### src/rtl/fb_pkg.sv
// Shared framebuffer definitions: default resolution, fill FSM states,
// colour type and the packing of one framebuffer write word.
package fb_pkg;

  localparam int H_RES_DEFAULT = 640;
  localparam int V_RES_DEFAULT = 480;

  typedef enum logic [1:0] {IDLE, SETUP, WRITE, DONE} state_t;

  typedef logic [23:0] rgb_t;

  // Bit 0 marks the final pixel of a frame; the colour sits directly above it.
  function automatic logic [31:0] pack_writedata(input rgb_t rgb, input logic flag);
    return {7'b0, rgb, flag};
  endfunction

endpackage

### src/rtl/fb_addr_gen.sv
// Combinational pixel coordinate to linear framebuffer address (19 bits).
module fb_addr_gen
  import fb_pkg::*;
#(
  parameter int H_RES = H_RES_DEFAULT
) (
  input  logic [9:0]  x,
  input  logic [9:0]  y,
  output logic [18:0] addr
);

  // y*640 = (y<<9) + (y<<7), which avoids a multiplier for the common mode.
  generate
    if (H_RES == 640) begin : g_shift
      assign addr = {9'b0, x} + {y, 9'b0} + {2'b0, y, 7'b0};
    end else begin : g_mult
      assign addr = {9'b0, x} + (19'(y) * 19'(H_RES));
    end
  endgenerate

endmodule

### src/rtl/rect_fill_engine.sv
// Rectangle fill engine: clips a command to the visible area and writes one
// pixel per accepted Avalon-MM cycle in row-major order.
module rect_fill_engine
  import fb_pkg::*;
#(
  parameter int H_RES = H_RES_DEFAULT,
  parameter int V_RES = V_RES_DEFAULT
) (
  input  logic        clk,
  input  logic        reset,
  input  logic        cmd_valid,
  output logic        cmd_ready,
  input  logic [9:0]  cmd_x0,
  input  logic [9:0]  cmd_y0,
  input  logic [9:0]  cmd_w,
  input  logic [9:0]  cmd_h,
  input  rgb_t        cmd_rgb,
  input  logic        cmd_last,
  output logic        fb_chipselect,
  output logic        fb_write,
  output logic [31:0] fb_address,
  output logic [31:0] fb_writedata,
  input  logic        fb_waitrequest,
  output logic        busy,
  output logic        done
);

  localparam logic [10:0] H_LIM = 11'(H_RES);
  localparam logic [10:0] V_LIM = 11'(V_RES);

  state_t      state;
  logic [9:0]  x0_r, y0_r, w_r, h_r;
  rgb_t        rgb_r;
  logic        last_r;
  logic [9:0]  x, y;

  logic [10:0] x_sum, y_sum, x_end, y_end;
  logic        empty, at_row_end, at_last, next_last;
  logic [9:0]  next_x, next_y;
  logic [18:0] next_addr;

  // Clip bounds are 11 bits wide so x0+w cannot wrap before the min().
  always_comb begin
    x_sum      = {1'b0, x0_r} + {1'b0, w_r};
    y_sum      = {1'b0, y0_r} + {1'b0, h_r};
    x_end      = (x_sum > H_LIM) ? H_LIM : x_sum;
    y_end      = (y_sum > V_LIM) ? V_LIM : y_sum;
    empty      = ({1'b0, x0_r} >= H_LIM) || ({1'b0, y0_r} >= V_LIM) ||
                 (w_r == 10'd0) || (h_r == 10'd0);
    at_row_end = ({1'b0, x} == x_end - 11'd1);
    at_last    = at_row_end && ({1'b0, y} == y_end - 11'd1);
    next_x     = x + 10'd1;
    next_y     = y;
    if (state == SETUP) begin
      next_x = x0_r;
      next_y = y0_r;
    end else if (at_row_end) begin
      next_x = x0_r;
      next_y = y + 10'd1;
    end
    next_last  = last_r && ({1'b0, next_x} == x_end - 11'd1) &&
                 ({1'b0, next_y} == y_end - 11'd1);
  end

  fb_addr_gen #(.H_RES(H_RES)) u_addr_gen (
    .x    (next_x),
    .y    (next_y),
    .addr (next_addr)
  );

  // Outputs are registered one pixel ahead, so the bus sees the coordinate
  // that the counters are about to hold.
  always_ff @(posedge clk or negedge reset) begin
    if (!reset) begin
      state         <= IDLE;
      cmd_ready     <= 1'b1;
      busy          <= 1'b0;
      done          <= 1'b0;
      fb_chipselect <= 1'b0;
      fb_write      <= 1'b0;
      fb_address    <= 32'd0;
      fb_writedata  <= 32'd0;
      x0_r          <= 10'd0;
      y0_r          <= 10'd0;
      w_r           <= 10'd0;
      h_r           <= 10'd0;
      rgb_r         <= '0;
      last_r        <= 1'b0;
      x             <= 10'd0;
      y             <= 10'd0;
    end else begin
      case (state)
        IDLE: begin
          if (cmd_valid && cmd_ready) begin
            x0_r      <= cmd_x0;
            y0_r      <= cmd_y0;
            w_r       <= cmd_w;
            h_r       <= cmd_h;
            rgb_r     <= cmd_rgb;
            last_r    <= cmd_last;
            cmd_ready <= 1'b0;
            busy      <= 1'b1;
            state     <= SETUP;
          end
        end
        SETUP: begin
          if (empty) begin
            done  <= 1'b1;
            state <= DONE;
          end else begin
            x             <= next_x;
            y             <= next_y;
            fb_chipselect <= 1'b1;
            fb_write      <= 1'b1;
            fb_address    <= {13'd0, next_addr};
            fb_writedata  <= pack_writedata(rgb_r, next_last);
            state         <= WRITE;
          end
        end
        WRITE: begin
          if (!fb_waitrequest) begin
            if (at_last) begin
              fb_chipselect <= 1'b0;
              fb_write      <= 1'b0;
              fb_address    <= 32'd0;
              fb_writedata  <= 32'd0;
              done          <= 1'b1;
              state         <= DONE;
            end else begin
              x            <= next_x;
              y            <= next_y;
              fb_address   <= {13'd0, next_addr};
              fb_writedata <= pack_writedata(rgb_r, next_last);
            end
          end
        end
        DONE: begin
          done      <= 1'b0;
          busy      <= 1'b0;
          cmd_ready <= 1'b1;
          state     <= IDLE;
        end
        default: state <= IDLE;
      endcase
    end
  end

endmodule

### config.mk
export PLATFORM = sky130hd
export DESIGN_NAME = rect_fill_engine
export DESIGN_NICKNAME = d
export VERILOG_FILES = /design/src/rtl/fb_pkg.sv /design/src/rtl/fb_addr_gen.sv /design/src/rtl/rect_fill_engine.sv
export SDC_FILE = /design/constraint.sdc
export NUM_CORES = 1
export LEC_CHECK = 0
export CAP_MARGIN = 25
export CORE_MARGIN = 3
export CORE_UTILIZATION = 50
export DETAILED_ROUTE_END_ITERATION = 8
export PLACE_DENSITY = 0.87
export SYNTH_ARGS = -nofsm -noshare
export SYNTH_HDL_FRONTEND = slang
export SYNTH_SLANG_ARGS = --single-unit
### constraint.sdc
create_clock -name clk -period 7.26 [get_ports clk]
set_input_delay 1.815 -clock clk [delete_from_list [all_inputs] [get_ports clk]]
set_output_delay 1.815 -clock clk [all_outputs]
set_load 0.05 [all_outputs]
==> flow_summary.json, run 1 <==
{
  "wirelength_um": 26460,
  "final_nets": 1253,
  "startpoint_type": "flip-flop",
  "ys.flop_type": "dfrtp_1",
  "cp_common_cell": "a21o_1",
  "dp_slack_ns": -0.006013,
  "status": "completed",
  "syn_area_per_cell_um2": 9.553,
  "drt_iter0_markers": 663,
  "tightestPinTransition_ns": 0.9828,
  "grt_start_max_net_pins": 73,
  "num_rows": 49,
  "area_growth_pct": 27.14,
  "grt_pass1_vias": 8236,
  "syn-cell-area_um2": 9390,
  "async_flop_share_pct": 100.0,
  "start_util_pct": 51.57,
  "synth.distinct_cells": 91,
  "cp_max_fo": 8,
  "yosys.area.top_type_share_pct": 35.71,
  "max-cap-violations": 0,
  "synth_cells": 983,
  "cp.arrival_ns": 7.36,
  "dr.pass1.iters": 5,
  "drive_gt1_share_pct": 21.22,
  "mostFrequentLayoutCell": "dfrtp_1",
  "clkLatencyLatePin_ns": 0.43,
  "cp-end-kind": "flip-flop",
  "port_buffers": 117,
  "setup_viol": 0,
  "fillCellCount": 1383,
  "clkSlewWorstSetupHoldPaths_ns": 0.07,
  "cts_tree": "yes",
  "h-tree-depth": 4,
  "timing.final.crit_share_pct": 96.86,
  "post-route-min-period_ns": 7.032,
  "fin_skew_ns": 0.01002,
  "grt-ovfl-total": 0,
  "synth_seq_cells": 135,
  "die_area_um2": 20460,
  "cts_buffer_depth": 2,
  "vias_per_cell": 6.004,
  "fin_ws_ns": 0.2282,
  "required_ns": 7.59,
  "slew_headroom_pct": 34.48,
  "final_cell_mix": "134 x dfrtp_1, 116 x clkdlybuf4s50_1, 115 x nand2_1",
  "grt_usage_pct": 25.41,
  "fp.dieH_um": 143.0,
  "synth-edff-count": 0,
  "io_pins": 138,
  "final_antenna_net_count": 0,
  "wire_per_inst_um": 19.26,
  "drc_errors": 0,
  "yosys.area.top_type": "dfrtp_1",
  "hold_buffers": 0,
  "worstSetupPathType": "reg -> reg",
  "slew_viol_final": 0,
  "fin_tns_setup_ns": 0,
  "synth_warnings": 0,
  "slowest_delay_ns": 0.46,
  "numCtsBuffers": 17,
  "path_delay_family": "compound AO/OA/AOI/OAI gates",
  "place_congestion": 0.9757,
  "die_x_um": 143.0,
  "clock_sinks": 135,
  "hold_viol": 0,
  "worst-path-buf-inv": 4,
  "slowest_stage": "or3_4",
  "grt_pass1_wl_um": 41700,
  "num_antenna_cells": 0,
  "vias": 8250,
  "hp-class": "reg -> reg",
  "core_area_um2": 18210,
  "dp_hpwl_um": 18320,
  "rsz0062_at_grt": "true",
  "fmax_ghz": 0.1422,
  "yosysSeqAreaShare_pct": 35.99,
  "grt_antenna_before_repair": 1,
  "yosys-top-cells-area": "dfrtp_1 36%, mux2_2 9.5%, ha_1 6.5%",
  "root_buffer": "clkbuf_16"
}
[final cells by class]
class                           instances  area (um2)  share of cell area [%]
Multi-Input combinational cell        773        5936                   49.72
Sequential cell                       135        3379                   28.31
Timing Repair Buffer                  173        1600                   13.40
Clock buffer                           19       452.9                   3.794
Tap cell                              229       286.5                   2.400
Clock inverter                         13       158.9                   1.331
Inverter                               32       125.1                   1.048
[synthesized netlist by cell type (all sizes together) (6+ instances only)]
library cell and instances:
nor3b 8, and3 10, nor3 16, clkbuf 32, nand4 14, a21oi 44, o21ai 31, xor2 25
a211oi 6, ha 49, buf 30, or4 9, nor2 47, a31oi 8, o31ai 22, inv 32
nor2b 11, or3 9, o21a 6, dfrtp 134, o211ai 8, xnor2 47, and2 9, mux2i 8
nand2 115, mux2 80, nand2b 11, nor4 12, a221oi 7, nand3 48, a21o 13
[through the flow]
step                      hold slack (ns)  util, %  cells  area, um2
after floorplan                    0.4614        -   1002       9520
after global placement             0.4478    60.03   1322      10930
after detailed placement           0.4547    60.03   1322      10930
after CTS                          0.4688    63.43   1354      11550
after global routing               0.4937    65.57   1374      11940
final                              0.4647    65.57   1374      11940
[registers in the layout, indices dropped and copies added (netlist names), 2 cells and up]
register,count
x,10
y,10
fb_address,19
fb_writedata,25
h_r,10
rgb_r,24
w_r,10
x0_r,10
state,2
y0_r,10
[per-layer routing]
metal	global-route usage, %	wire length (um)
met1	31.82	10840
met2	41.22	12340
met3	8.473	2467
met4	9.005	802
met5	0	11
[worst reg2reg max path: cells and delay by family, from the launching register on]
kind | cells | cell delay, ns
simple gates | 4 | 1.15
compound gates | 17 | 3.07
fa+ha+maj | 5 | 1.36
buf+inv | 4 | 0.50
xor+xnor | 3 | 0.43
flops | 1 | 0.42
[logic make-up after synthesis]
family / after synthesis / share of synthesized area [%]
other cells: 1 / 0.03994
buf+inv: 94 / 4.824
fa+ha+maj: 52 / 7.169
simple gates: 339 / 18.57
mux: 88 / 10.45
xor+xnor: 76 / 7.782
flops: 135 / 35.99
compound gates: 198 / 15.18
[final timing paths]
kind / start / endpoint / slack (ns) / depth (start not counted)
worst min register to register: fb_address[7] / fb_address[7] / 0.46 / 2
worst max-delay path: w_r[0] / fb_address[17] / 0.23 / 33
min in group asynchronous: reset / rgb_r[12] / 1.36 / 1
worst min-delay path: fb_address[7] / fb_address[7] / 0.46 / 2
worst max register to register: w_r[0] / fb_address[17] / 0.23 / 33
max in group asynchronous: reset / fb_address[0] / 4.57 / 2
[repair_timing]
item / CTS / global route
pin swaps: 1 / 44
buffers inserted: 0 / 20
resized for setup: 2 / 46
setup endpoints to repair: 2 / 5
Power of run 1 is left out: the tool's default activity adds up to more than one toggle a clock period on the data nets, which glitch-free logic cannot reach.
==> run 2, diff against run 1 <==
--- a/config.mk
+++ b/config.mk
@@ -9,6 +9,7 @@
 export CORE_MARGIN = 3
 export CORE_UTILIZATION = 50
 export DETAILED_ROUTE_END_ITERATION = 8
+export GPL_ROUTABILITY_DRIVEN = 0
 export PLACE_DENSITY = 0.87
 export SYNTH_ARGS = -nofsm -noshare
 export SYNTH_HDL_FRONTEND = slang
==> flow_summary.json, run 2 (same netlist as run 1, synthesis figures left out) <==
{
  "startpoint_type": "flip-flop",
  "port_buffers": 117,
  "timing.final.crit_share_pct": 99.34,
  "grt-ovfl-total": 0,
  "fin_skew_ns": 0.01554,
  "slew_headroom_pct": 29.28,
  "hold_buffers": 0,
  "wire_per_inst_um": 19.06,
  "wirelength_um": 25980,
  "start_util_pct": 51.57,
  "maxUsedRoutingLayer": "met4",
  "met3_length_um": 2936,
  "required_ns": 7.56,
  "clkLatencyLatePin_ns": 0.44,
  "slowest_stage": "nor4b_4",
  "status": "completed",
  "io_pins": 138,
  "grt_pass1_wl_um": 41710,
  "largest_register_ffs": 25,
  "area_growth_pct": 25.13,
  "max-cap-violations": 0,
  "cp.arrival_ns": 7.52,
  "slew_viol_final": 0,
  "post-route-min-period_ns": 7.212,
  "core_area_um2": 18210,
  "rsz0062_at_grt": "true",
  "drc_errors": 0,
  "fin_ws_ns": 0.04768,
  "mostFrequentLayoutCell": "dfrtp_1",
  "rrSetupSlack_ns": 0.05,
  "fp.dieH_um": 143.0,
  "num_rows": 49,
  "fin_cells": 1363,
  "vias_per_cell": 6.117,
  "dpl.cell_count": 1319,
  "dp_slack_ns": -0.03088,
  "final_antenna_net_count": 0,
  "grt_antenna_before_repair": 0,
  "vias": 8338,
  "numCtsBuffers": 17,
  "hold_viol": 0,
  "hp-class": "reg -> reg",
  "clkSlewWorstSetupHoldPaths_ns": 0.06,
  "num_antenna_cells": 0,
  "drive_gt1_share_pct": 19.40,
  "fmax_ghz": 0.1387,
  "die_area_um2": 20460,
  "h-tree-depth": 4,
  "wl_met1_um": 10210,
  "regMostFlops": "fb_writedata",
  "clock_sinks": 135,
  "worstSetupPathType": "reg -> reg",
  "cp-end-kind": "flip-flop",
  "grt_usage_pct": 25.32,
  "cp_max_fo": 8,
  "cts_tree": "yes",
  "grt_start_max_net_pins": 76,
  "final_nets": 1242,
  "dp_hpwl_um": 18090,
  "tightestPinTransition_ns": 1.061,
  "root_buffer": "clkbuf_16",
  "drt_iter0_markers": 873,
  "setup_viol": 0,
  "reg_top3": "fb_writedata: 25 flops, rgb_r: 24 flops, fb_address: 19 flops",
  "die_x_um": 143.0,
  "slowest_delay_ns": 0.56,
  "cts_buffer_depth": 2,
  "dr.pass1.iters": 8,
  "final_cell_mix": "134 x dfrtp_1, 116 x clkdlybuf4s50_1, 115 x nand2_1",
  "grt_pass1_vias": 8312,
  "wl_met2_um": 11910
}
run 2: routing by layer:
| layer | GRT usage, % | vias up |
|---|---|---|
| met5 | 0 | - |
| met4 | 11.01 | 0 |
| met3 | 8.439 | 89 |
| met2 | 40.45 | 454 |
| met1 | 31.37 | 3973 |
| li1 | - | 3822 |
run 2: final cells by class:
| cell class | count | area, um2 |
|---|---|---|
| Fill cell | 1317 | 6459 |
| Tap cell | 229 | 286.5 |
| Clock inverter | 14 | 185.2 |
| Sequential cell | 135 | 3379 |
| Multi-Input combinational cell | 773 | 5829 |
| Timing Repair Buffer | 162 | 1510 |
| Clock buffer | 18 | 439.2 |
| Inverter | 32 | 120.1 |
run 2: path summary, 6_finish.rpt:
path,from,to,cells after the start
min in group asynchronous,reset,fb_address[8],1
max,w_r[2],fb_address[17],30
max reg2reg,w_r[2],fb_address[17],30
min reg2reg,fb_writedata[18],fb_writedata[18],2
max in group asynchronous,reset,x[5],2
min,fb_writedata[18],fb_writedata[18],2
run 2: stage by stage:
stage | setup TNS (ns) | hold WS [ns] | util, % | instance area [um2]
2_1_floorplan | -0.001663 | 0.4614 | - | 9520
3_3_place_gp | 0 | 0.4493 | 59.91 | 10910
5_1_grt | -0.3470 | 0.4950 | 64.53 | 11750
4_1_cts | 0 | 0.4698 | 63.46 | 11560
6_report | 0 | 0.4656 | 64.53 | 11750
3_5_place_dp | -0.03743 | 0.4556 | 59.91 | 10910
run 2: critical path: cells and delay by family (launching register included):
kind | cells | cell delay, ns
fa+ha+maj | 4 | 1.25
simple gates | 4 | 1.25
xor+xnor | 3 | 0.61
compound gates | 17 | 3.27
flops | 1 | 0.41
buf+inv | 2 | 0.30
run 2: what timing repair did:
item	4_1_cts	5_1_grt
endpoints found under the setup margin	2	4
gates resized for setup	3	23
buffers inserted	1	11
pin swaps	3	24
Power of run 2 is left out for the same reason.
==> run 3, diff against run 2 <==
--- a/config.mk
+++ b/config.mk
@@ -5,12 +5,14 @@
 export SDC_FILE = /design/constraint.sdc
 export NUM_CORES = 1
 export LEC_CHECK = 0
+export ABC_AREA = 1
 export CAP_MARGIN = 25
 export CORE_MARGIN = 3
 export CORE_UTILIZATION = 50
 export DETAILED_ROUTE_END_ITERATION = 8
 export GPL_ROUTABILITY_DRIVEN = 0
-export PLACE_DENSITY = 0.87
+export GPL_TIMING_DRIVEN = 0
+export PLACE_DENSITY = 0.88
 export SYNTH_ARGS = -nofsm -noshare
 export SYNTH_HDL_FRONTEND = slang
 export SYNTH_SLANG_ARGS = --single-unit
==> flow_summary.json, run 3 <==
{
  "start_util_pct": 52.08,
  "async_flop_share_pct": 100.0,
  "yosys.area_share.adder_pct": 7.321,
  "largest_register_ffs": 25,
  "fin_cells": 1695,
  "min_path_cells": 2,
  "slowest_stage": "fa_1",
  "hp-class": "reg -> reg",
  "rsz0062_at_grt": "false",
  "die_area_um2": 20050,
  "die_x_um": 141.6,
  "io_pins": 138,
  "ys.flop_type": "dfrtp_1",
  "post-route-min-period_ns": 6.720,
  "slowest_delay_ns": 0.48,
  "yosys.area_share.simple_pct": 33.81,
  "clkSlewWorstSetupHoldPaths_ns": 0.07,
  "yosys.cell_count.top_type": "nand2_1",
  "startpoint_type": "flip-flop",
  "port_buffers": 117,
  "regMostFlops": "fb_writedata",
  "syn-cell-area_um2": 9195,
  "synth-edff-count": 0,
  "synthMuxAreaShare_pct": 0,
  "hold_viol": 0,
  "fmax_ghz": 0.1488,
  "setup_viol": 0,
  "root_buffer": "clkbuf_16",
  "cp.arrival_ns": 7.03,
  "drive_gt1_share_pct": 6.735,
  "grt_usage_pct": 26.27,
  "regToRegEndpoint": "fb_address[18]",
  "final_cell_mix": "481 x nand2_1, 149 x inv_1, 134 x dfrtp_1",
  "cp_max_fo": 10,
  "drc_errors": 22,
  "fillCellCount": 1543,
  "worstSetupStartpoint": "w_r[0]",
  "synth_top_family_by_area": "simple AND/OR/NAND/NOR gates",
  "synth_commonest_cells": "481 x nand2_1, 149 x inv_1, 134 x dfrtp_1",
  "synth_cells": 1301,
  "reg_top3": "fb_writedata: 25 flops, rgb_r: 24 flops, fb_address: 19 flops",
  "min_to": "rgb_r[18]",
  "yosys.area.top_type_share_pct": 36.47,
  "slew_headroom_pct": 31.46,
  "num_rows": 48,
  "required_ns": 7.57,
  "grt_antenna_before_repair": 0,
  "synth_compound_area_share_pct": 9.171,
  "vias_per_cell": 5.405,
  "violations": "design-rule violations",
  "grt_start_max_net_pins": 102,
  "r2r-start": "w_r[0]",
  "fin_skew_ns": 0.01197,
  "fp.dieH_um": 141.6,
  "hold_start": "rgb_r[18]",
  "tightestPinTransition_ns": 1.023,
  "cp-end-kind": "flip-flop",
  "synth-xor-area-share_pct": 3.143,
  "worstSetupPathType": "reg -> reg",
  "rrSetupSlack_ns": 0.54,
  "slew_viol_final": 0,
  "synth_warnings": 0,
  "vias": 9161,
  "timing.final.crit_share_pct": 92.57,
  "clkLatencyLatePin_ns": 0.44,
  "h-tree-depth": 4,
  "final_antenna_net_count": 0,
  "grt_pass1_wl_um": 42460,
  "cts_tree": "yes",
  "grt_pass1_vias": 8865,
  "synth_seq_cells": 135,
  "dpl.cell_count": 1663,
  "syn_area_per_cell_um2": 7.068,
  "mostFrequentLayoutCell": "nand2_1",
  "cp_common_cell": "nand2_1",
  "dp_hpwl_um": 19900,
  "wire_per_inst_um": 15.27,
  "drt_iter0_markers": 870,
  "yosys-top-cells-area": "dfrtp_1 36%, nand2_1 20%, ha_1 6.7%",
  "core_area_um2": 17660,
  "max-cap-violations": 0,
  "final_nets": 1578,
  "grt-ovfl-total": 0,
  "hold_buffers": 0,
  "synth.distinct_cells": 44,
  "status": "complete, but fails checks",
  "cts_buffer_depth": 2,
  "num_antenna_cells": 0,
  "yosys.area.top_type": "dfrtp_1",
  "reg2reg_depth": 41,
  "area_growth_pct": 23.45,
  "clock_sinks": 135,
  "yosysSeqAreaShare_pct": 36.75,
  "dr.pass1.iters": 9,
  "wirelength_um": 25890,
  "numCtsBuffers": 17
}
run 3: final cells by class:
| type | instances | area [um2] | area share (%) |
|---|---|---|---|
| plain buffers | 54 | 316.6 | 2.789 |
| clock buffers | 17 | 425.4 | 3.748 |
| clock inverters | 15 | 171.4 | 1.510 |
| inverters | 155 | 581.8 | 5.126 |
| multi-input cells | 976 | 4995 | 44.00 |
| flip-flops and latches | 135 | 3379 | 29.77 |
| well taps | 225 | 281.5 | 2.480 |
| repair buffers | 118 | 1200 | 10.57 |
run 3: what timing repair did:
| action | 4_1_cts | 5_1_grt |
|---|---|---|
| setup endpoints to repair | 0 | 2 |
| buffers inserted | 0 | 0 |
| resized for setup | 0 | 1 |
| endpoints found under the hold margin | 0 | 0 |
run 3: worst max path at each step:
stage	endpoint	slack, ns	cells past startpoint
after floorplan	fb_address[18]	1.72	44
after CTS	fb_address[18]	0.62	43
final	fb_address[18]	0.54	41
after detailed placement	fb_address[18]	0.67	43
after global routing	fb_address[17]	0.09	47
after global placement	w_r[2]	-0.91	1
run 3: critical path, delay by kind of cell, from the launching register on:
family          cells  cell delay, ns
buf+inv             4            0.43
flops               1            0.42
xor+xnor            2            0.31
fa+ha+maj           5            1.72
simple gates       21            2.53
compound gates      9            1.18
run 3: kinds of logic after synthesis:
group / Yosys count
flops: 135
compound gates: 138
other cells: 1
xor+xnor: 33
simple gates: 733
fa+ha+maj: 52
buf+inv: 209
run 3: stage by stage:
stage	instance area (um2)	hold WS, ns	setup slack, ns	TNS [ns]	utilization [%]
after floorplan	9266	0.4425	1.719	0	-
after global placement	10720	0.4541	-0.9141	-120.69	60.71
after detailed placement	10750	0.4631	0.6657	0	60.90
after CTS	11350	0.4769	0.6216	0	64.28
after global routing	11350	0.4881	0.08734	0	64.29
final	11350	0.4757	0.5398	0	64.29
run 3: metal layers:
metal / track usage (%) / vias up / wire (um)
met4: 13.08 / 0 / 1185
met3: 5.561 / 105 / 2122
li1: - / 4422 / -
met1: 33.90 / 4196 / 10690
met2: 41.94 / 438 / 11890
met5: 0 / - / 0
Power of run 3 is left out for the same reason.
